`src/rtl/uart_pkg.sv`:
```
// Shared definitions for the UART command arbiter: sequencer state encoding,
// default widths and the write-flag bit position helper.
package uart_pkg;

    localparam int CMD_WIDTH_DEF  = 16;
    localparam int READ_WIDTH_DEF = 8;
    localparam int TIMEOUT_DEF    = 100000;

    typedef enum logic [2:0] {
        IDLE      = 3'd0,
        ISSUE     = 3'd1,
        WAIT_ACC  = 3'd2,
        WAIT_DONE = 3'd3,
        RESP      = 3'd4
    } state_e;

    // The write/read flag is always the command MSB.
    function automatic int cmd_wr_bit(input int cmd_width);
        return cmd_width - 1;
    endfunction

endpackage

```
`src/rtl/rr_arbiter.sv`:
```
// Combinational round-robin pick: first set request after last_gnt, wrapping,
// returned both one-hot and as a binary index.
module rr_arbiter #(
    parameter int NUM_REQ = 4,
    parameter int IDX_W   = $clog2(NUM_REQ)
) (
    input  logic [NUM_REQ-1:0] req,
    input  logic [IDX_W-1:0]   last_gnt,
    output logic [NUM_REQ-1:0] gnt,
    output logic [IDX_W-1:0]   gnt_idx
);

    logic             found;
    logic [IDX_W-1:0] cand;

    always_comb begin
        gnt     = '0;
        gnt_idx = '0;
        found   = 1'b0;
        cand    = '0;
        for (int k = 1; k <= NUM_REQ; k++) begin
            cand = IDX_W'((int'(last_gnt) + k) % NUM_REQ);
            if (!found && req[cand]) begin
                found        = 1'b1;
                gnt[cand]    = 1'b1;
                gnt_idx      = cand;
            end
        end
    end

endmodule

```
`src/rtl/uart_cmd_arbiter.sv`:
```
// Shares one UART command engine among NUM_REQ requesters: round-robin grant,
// command issue, completion wait with timeout, and response routing.
//
//   state     | meaning
//   IDLE      | arbitrate; accept the granted requester's command
//   ISSUE     | present command, wait for engine ready
//   WAIT_ACC  | command held until engine drops ready (taken)
//   WAIT_DONE | wait for write done (ready back) or read data strobe
//   RESP      | one-cycle rsp_vld pulse to the owner
module uart_cmd_arbiter
    import uart_pkg::*;
#(
    parameter int NUM_REQ    = 4,
    parameter int CMD_WIDTH  = CMD_WIDTH_DEF,
    parameter int READ_WIDTH = READ_WIDTH_DEF,
    parameter int TIMEOUT    = TIMEOUT_DEF
) (
    input  logic                          clk,
    input  logic                          rst_n,
    input  logic [NUM_REQ*CMD_WIDTH-1:0]  req_cmd,
    input  logic [NUM_REQ-1:0]            req_vld,
    output logic [NUM_REQ-1:0]            req_rdy,
    output logic [NUM_REQ-1:0]            rsp_vld,
    output logic [READ_WIDTH-1:0]         rsp_data,
    output logic                          rsp_err,
    output logic [CMD_WIDTH-1:0]          uart_cmd,
    output logic                          uart_cmd_vld,
    input  logic                          uart_cmd_rdy,
    input  logic                          uart_read_rdy,
    input  logic [READ_WIDTH-1:0]         uart_read_data,
    output logic                          busy
);

    localparam int IDX_W      = $clog2(NUM_REQ);
    localparam int TMR_W      = (TIMEOUT > 2) ? $clog2(TIMEOUT) : 1;
    localparam int CMD_WR_BIT = cmd_wr_bit(CMD_WIDTH);
    localparam logic [TMR_W-1:0] TMR_LAST = TMR_W'(TIMEOUT - 1);

    state_e                 state_q, state_d;
    logic [CMD_WIDTH-1:0]   uart_cmd_q, uart_cmd_d;
    logic                   uart_cmd_vld_q, uart_cmd_vld_d;
    logic [NUM_REQ-1:0]     rsp_vld_q, rsp_vld_d;
    logic [READ_WIDTH-1:0]  rsp_data_q, rsp_data_d;
    logic                   rsp_err_q, rsp_err_d;
    logic [IDX_W-1:0]       last_gnt_q, last_gnt_d;
    logic [IDX_W-1:0]       owner_q, owner_d;
    logic [TMR_W-1:0]       timer_q, timer_d;

    logic [NUM_REQ-1:0]     gnt;
    logic [IDX_W-1:0]       gnt_idx;
    logic                   done_evt;
    logic                   timed_out;

    rr_arbiter #(
        .NUM_REQ (NUM_REQ),
        .IDX_W   (IDX_W)
    ) u_rr_arbiter (
        .req      (req_vld),
        .last_gnt (last_gnt_q),
        .gnt      (gnt),
        .gnt_idx  (gnt_idx)
    );

    assign req_rdy = (state_q == IDLE) ? gnt : '0;

    always_comb begin
        state_d        = state_q;
        uart_cmd_d     = uart_cmd_q;
        uart_cmd_vld_d = uart_cmd_vld_q;
        rsp_vld_d      = '0;
        rsp_data_d     = rsp_data_q;
        rsp_err_d      = rsp_err_q;
        last_gnt_d     = last_gnt_q;
        owner_d        = owner_q;
        timer_d        = timer_q;
        timed_out      = (timer_q == TMR_LAST);
        done_evt       = uart_cmd_q[CMD_WR_BIT] ? uart_cmd_rdy : uart_read_rdy;

        unique case (state_q)
            IDLE: begin
                if (|req_rdy) begin
                    uart_cmd_d     = req_cmd[int'(gnt_idx)*CMD_WIDTH +: CMD_WIDTH];
                    uart_cmd_vld_d = 1'b1;
                    owner_d        = gnt_idx;
                    last_gnt_d     = gnt_idx;
                    timer_d        = '0;
                    state_d        = ISSUE;
                end
            end
            ISSUE: begin
                uart_cmd_vld_d = 1'b1;
                if (uart_cmd_rdy) state_d = WAIT_ACC;
            end
            WAIT_ACC: begin
                if (timed_out) begin
                    uart_cmd_vld_d = 1'b0;
                    rsp_vld_d      = NUM_REQ'(1) << owner_q;
                    rsp_data_d     = '0;
                    rsp_err_d      = 1'b1;
                    state_d        = RESP;
                end else begin
                    timer_d = timer_q + TMR_W'(1);
                    if (!uart_cmd_rdy) begin
                        uart_cmd_vld_d = 1'b0;
                        state_d        = WAIT_DONE;
                    end
                end
            end
            WAIT_DONE: begin
                // A completion seen on the last allowed cycle still counts as success.
                if (done_evt) begin
                    rsp_vld_d  = NUM_REQ'(1) << owner_q;
                    rsp_data_d = uart_cmd_q[CMD_WR_BIT] ? '0 : uart_read_data;
                    rsp_err_d  = 1'b0;
                    state_d    = RESP;
                end else if (timed_out) begin
                    uart_cmd_vld_d = 1'b0;
                    rsp_vld_d      = NUM_REQ'(1) << owner_q;
                    rsp_data_d     = '0;
                    rsp_err_d      = 1'b1;
                    state_d        = RESP;
                end else begin
                    timer_d = timer_q + TMR_W'(1);
                end
            end
            RESP: begin
                state_d = IDLE;
            end
            default: begin
                state_d = IDLE;
            end
        endcase
    end

    always_ff @(posedge clk or negedge rst_n) begin
        if (!rst_n) begin
            state_q        <= IDLE;
            uart_cmd_q     <= '0;
            uart_cmd_vld_q <= 1'b0;
            rsp_vld_q      <= '0;
            rsp_data_q     <= '0;
            rsp_err_q      <= 1'b0;
            last_gnt_q     <= IDX_W'(NUM_REQ - 1);
            owner_q        <= '0;
            timer_q        <= '0;
        end else begin
            state_q        <= state_d;
            uart_cmd_q     <= uart_cmd_d;
            uart_cmd_vld_q <= uart_cmd_vld_d;
            rsp_vld_q      <= rsp_vld_d;
            rsp_data_q     <= rsp_data_d;
            rsp_err_q      <= rsp_err_d;
            last_gnt_q     <= last_gnt_d;
            owner_q        <= owner_d;
            timer_q        <= timer_d;
        end
    end

    assign uart_cmd     = uart_cmd_q;
    assign uart_cmd_vld = uart_cmd_vld_q;
    assign rsp_vld      = rsp_vld_q;
    assign rsp_data     = rsp_data_q;
    assign rsp_err      = rsp_err_q;
    assign busy         = (state_q != IDLE);

endmodule

```
`config.mk`:
```
export PLATFORM = sky130hd
export DESIGN_NAME = uart_cmd_arbiter
export DESIGN_NICKNAME = d
export VERILOG_FILES = /design/src/rtl/uart_pkg.sv /design/src/rtl/rr_arbiter.sv /design/src/rtl/uart_cmd_arbiter.sv
export SDC_FILE = /design/constraint.sdc
export NUM_CORES = 1
export LEC_CHECK = 0
export BUFFER_PORTS_ARGS = -buffer_cell sky130_fd_sc_hd__buf_2
export CORE_ASPECT_RATIO = 0.5
export CORE_MARGIN = 2
export CORE_UTILIZATION = 55
export DETAILED_ROUTE_END_ITERATION = 16
export MAX_ROUTING_LAYER = met4
export PLACE_DENSITY = 0.86
export SLEW_MARGIN = 20
export SYNTH_ARGS = -nofsm -noshare
export SYNTH_HDL_FRONTEND = slang
export SYNTH_SLANG_ARGS = --single-unit
export TNS_END_PERCENT = 30
```
`constraint.sdc`:
```
create_clock -name clk -period 6.2 [get_ports clk]
set_input_delay 1.24 -clock clk [delete_from_list [all_inputs] [get_ports clk]]
set_output_delay 1.24 -clock clk [all_outputs]
set_load 0.03 [all_outputs]
```
==> results.tsv <==
metric	value	unit
initial_core_util	0.568	
syn_area	3440	sq um
insertion_delay	0.30	ns
seq_area	1350	sq um
dp_cells	534	
finalSetupViolCount	0	
seq_power_share	0.241	
syn_nets	437	
cts_hold_buf	0	
first_global_vias	2586	
die_h	59.9	um
antenna_found_initial	0	
grt-ovfl-total	0	
pwr-share-comb	0.640	
hpwlAfterDp	5720	um
grtUsageTotal	0.227	
drt_first_pass_iters	4	
ys_top_cells_by_area	dfrtp_1 (38%), mux2i_1 (10%), mux2_2 (5.6%), nor2_1 (4.0%), nand2_1 (3.9%)	
clk_pin_slew_worst_paths	0.08	ns
worstPathRequired	4.96	ns
grt_pass1_wl	12000	um
yosys_warnings	0	
io-pin-count	115	
ys_types	54	
grt_setup_unrepaired	no	
cts_resized	0	
fin_crit	4.46	ns
detail-route-antenna-nets	0	
cts_tree	done	
crit_arrival	3.22	ns
fmax	0.224	GHz
min_path_type	flop to flop	
ys_ff_latch	54	
multi_input_area	1930	sq um
critical_path_class	flop to primary output	
gp_routability_congestion	0.903	
start_kind	flop	
power.leakage	2.09	nW
hold_violations	0	
final_cell_area	4170	sq um
final_common_cell	buf_2	
post-cts-setup-buffer-count	0	
h-tree-depth	2	
end_kind	primary output	
syn_to_final_growth	21.1	%
finalWirelength	7500	um
grt_start_max_net_pins	55	
p_sw	1.11	mW
worst-slew-pin-transition	0.969	ns
power	2.39	mW
die_x	116	um
timing.slew.headroom	0.354	
p_int	1.28	mW
pwr-share-clk	0.120	
fin_cells	542	
netlist.area_leader.share	0.378	
port-buffer-count	114	
fin_crit_sh	0.719	
final_cell_mix	buf_2 (114), dfrtp_1 (52), nor2_1 (37)	
cts_root_buffer	clkbuf_16	
syn_inst	348	
drv_slew	0	
viasPerCell	5.36	
cts_sinks	54	
numCtsBuffers	5	
core	6060	sq um
drtIter0Drc	141	
clockBufferDepth	2	
yosys_most_used_dff	dfrtp_1	
antenna_cells	0	
setup_tns	0	ns
vias	2904	
synth_seq_area_share	0.393	
finClkSkew	0.00989	ns
fill_cells	489	
swShare	0.464	
remaining_drc_errors	0	
worstPathMaxFanout	18	
vdd_ir_drop_max	351	uV
rows	20	
maxCapViolations	0	
dieArea	6950	sq um
hold_slack	0.453	ns
postSynth.asyncResetShare	1.00	
power.density	575	nW/um^2
avgSynthCellArea	9.89	sq um
status	finished, final reports clean	
placed_area	4010	sq um
synth_top_area_cell	dfrtp_1	
drive_gt1_frac	0.344	
nets	542	
synth_edf_count	0	
wl_per_cell	13.8	um
## stage by stage
stage	util	worst slack [ns]
final	0.688	1.74
after global routing	0.688	1.53
after CTS	0.688	1.74
after detailed placement	0.663	1.83
after global placement	0.663	1.89
after floorplan	-	2.06
## state kept, by name, indices dropped and copies added, names as in the netlist
register / flops
timer_q: 17
uart_cmd: 16
rsp_data: 8
rsp_vld: 4
state_q: 3
last_gnt_q: 2
owner_q: 2
rsp_err: 1
uart_cmd_vld: 1
## Yosys cell counts, types with 6 or more instances
cell type and number:
a21oi_1 9, ha_1 9, nor3_1 6, o21ai_1 17
mux2i_1 36, nand2_1 36, xnor2_1 10, o21ai_0 8
nand3_1 7, buf_2 6, mux2_2 17, dfrtp_1 52
buf_6 6, a22o_1 8, inv_1 9, nor2_1 37
and3_1 6
## critical path, stage by stage, from the launching register on
cell	delay [ns]
dfstp_2	0.73
inv_1	0.25
ha_1	0.51
mux4_2	0.58
nor2b_4	0.17
a221o_1	0.31
a22oi_1	0.16
nor2_1	0.05
buf_2	0.18
## final timing paths
check | startpoint | to | slack, ns | cells after the start
worst min register to register | owner_q[0] | rsp_vld[0] | 0.45 | 1
worst min-delay path | owner_q[0] | rsp_vld[0] | 0.45 | 1
worst max-delay path | last_gnt_q[0] | req_rdy[0] | 1.74 | 8
max in group asynchronous | rst_n | timer_q[3] | 4.70 | 2
worst max register to register | last_gnt_q[0] | last_gnt_q[1] | 1.86 | 9
min in group asynchronous | rst_n | uart_cmd[4] | 1.05 | 2
## layout make-up
class | count | share of cell area
clock buffer | 5 | 0.0300
sequential | 54 | 0.325
timing repair buffer | 116 | 0.140
tap | 88 | 0.0264
clock inverter | 3 | 0.00690
multi-input combinational | 267 | 0.463
inverter | 9 | 0.00811
## power groups by stage
stage / clock, mW / combinational [mW] / sequential [mW]
after detailed placement: 0 / 1.54 / 0.581
after global routing: 0.313 / 1.67 / 0.597
after global placement: 0 / 1.50 / 0.575
after floorplan: 0 / 1.18 / 0.711
after CTS: 0.294 / 1.54 / 0.577
final: 0.287 / 1.53 / 0.576
## logic make-up after synthesis
group,synth area share
AOI/OAI and AO/OA,0.125
xor gates and xnor gates,0.0382
adders and majority gates,0.0327
buffers and inverters,0.0462
DFF,0.393
muxes,0.186
and+or+nand+nor,0.178
## layer usage
layer,up-vias,GRT usage,part of all wire
met3,7,0.0385,0.036
met5,-,-,0
met4,0,0.0561,0.011
li1,1463,-,-
met2,65,0.401,0.52
met1,1369,0.278,0.44
(Power assumes the default switching activity.)
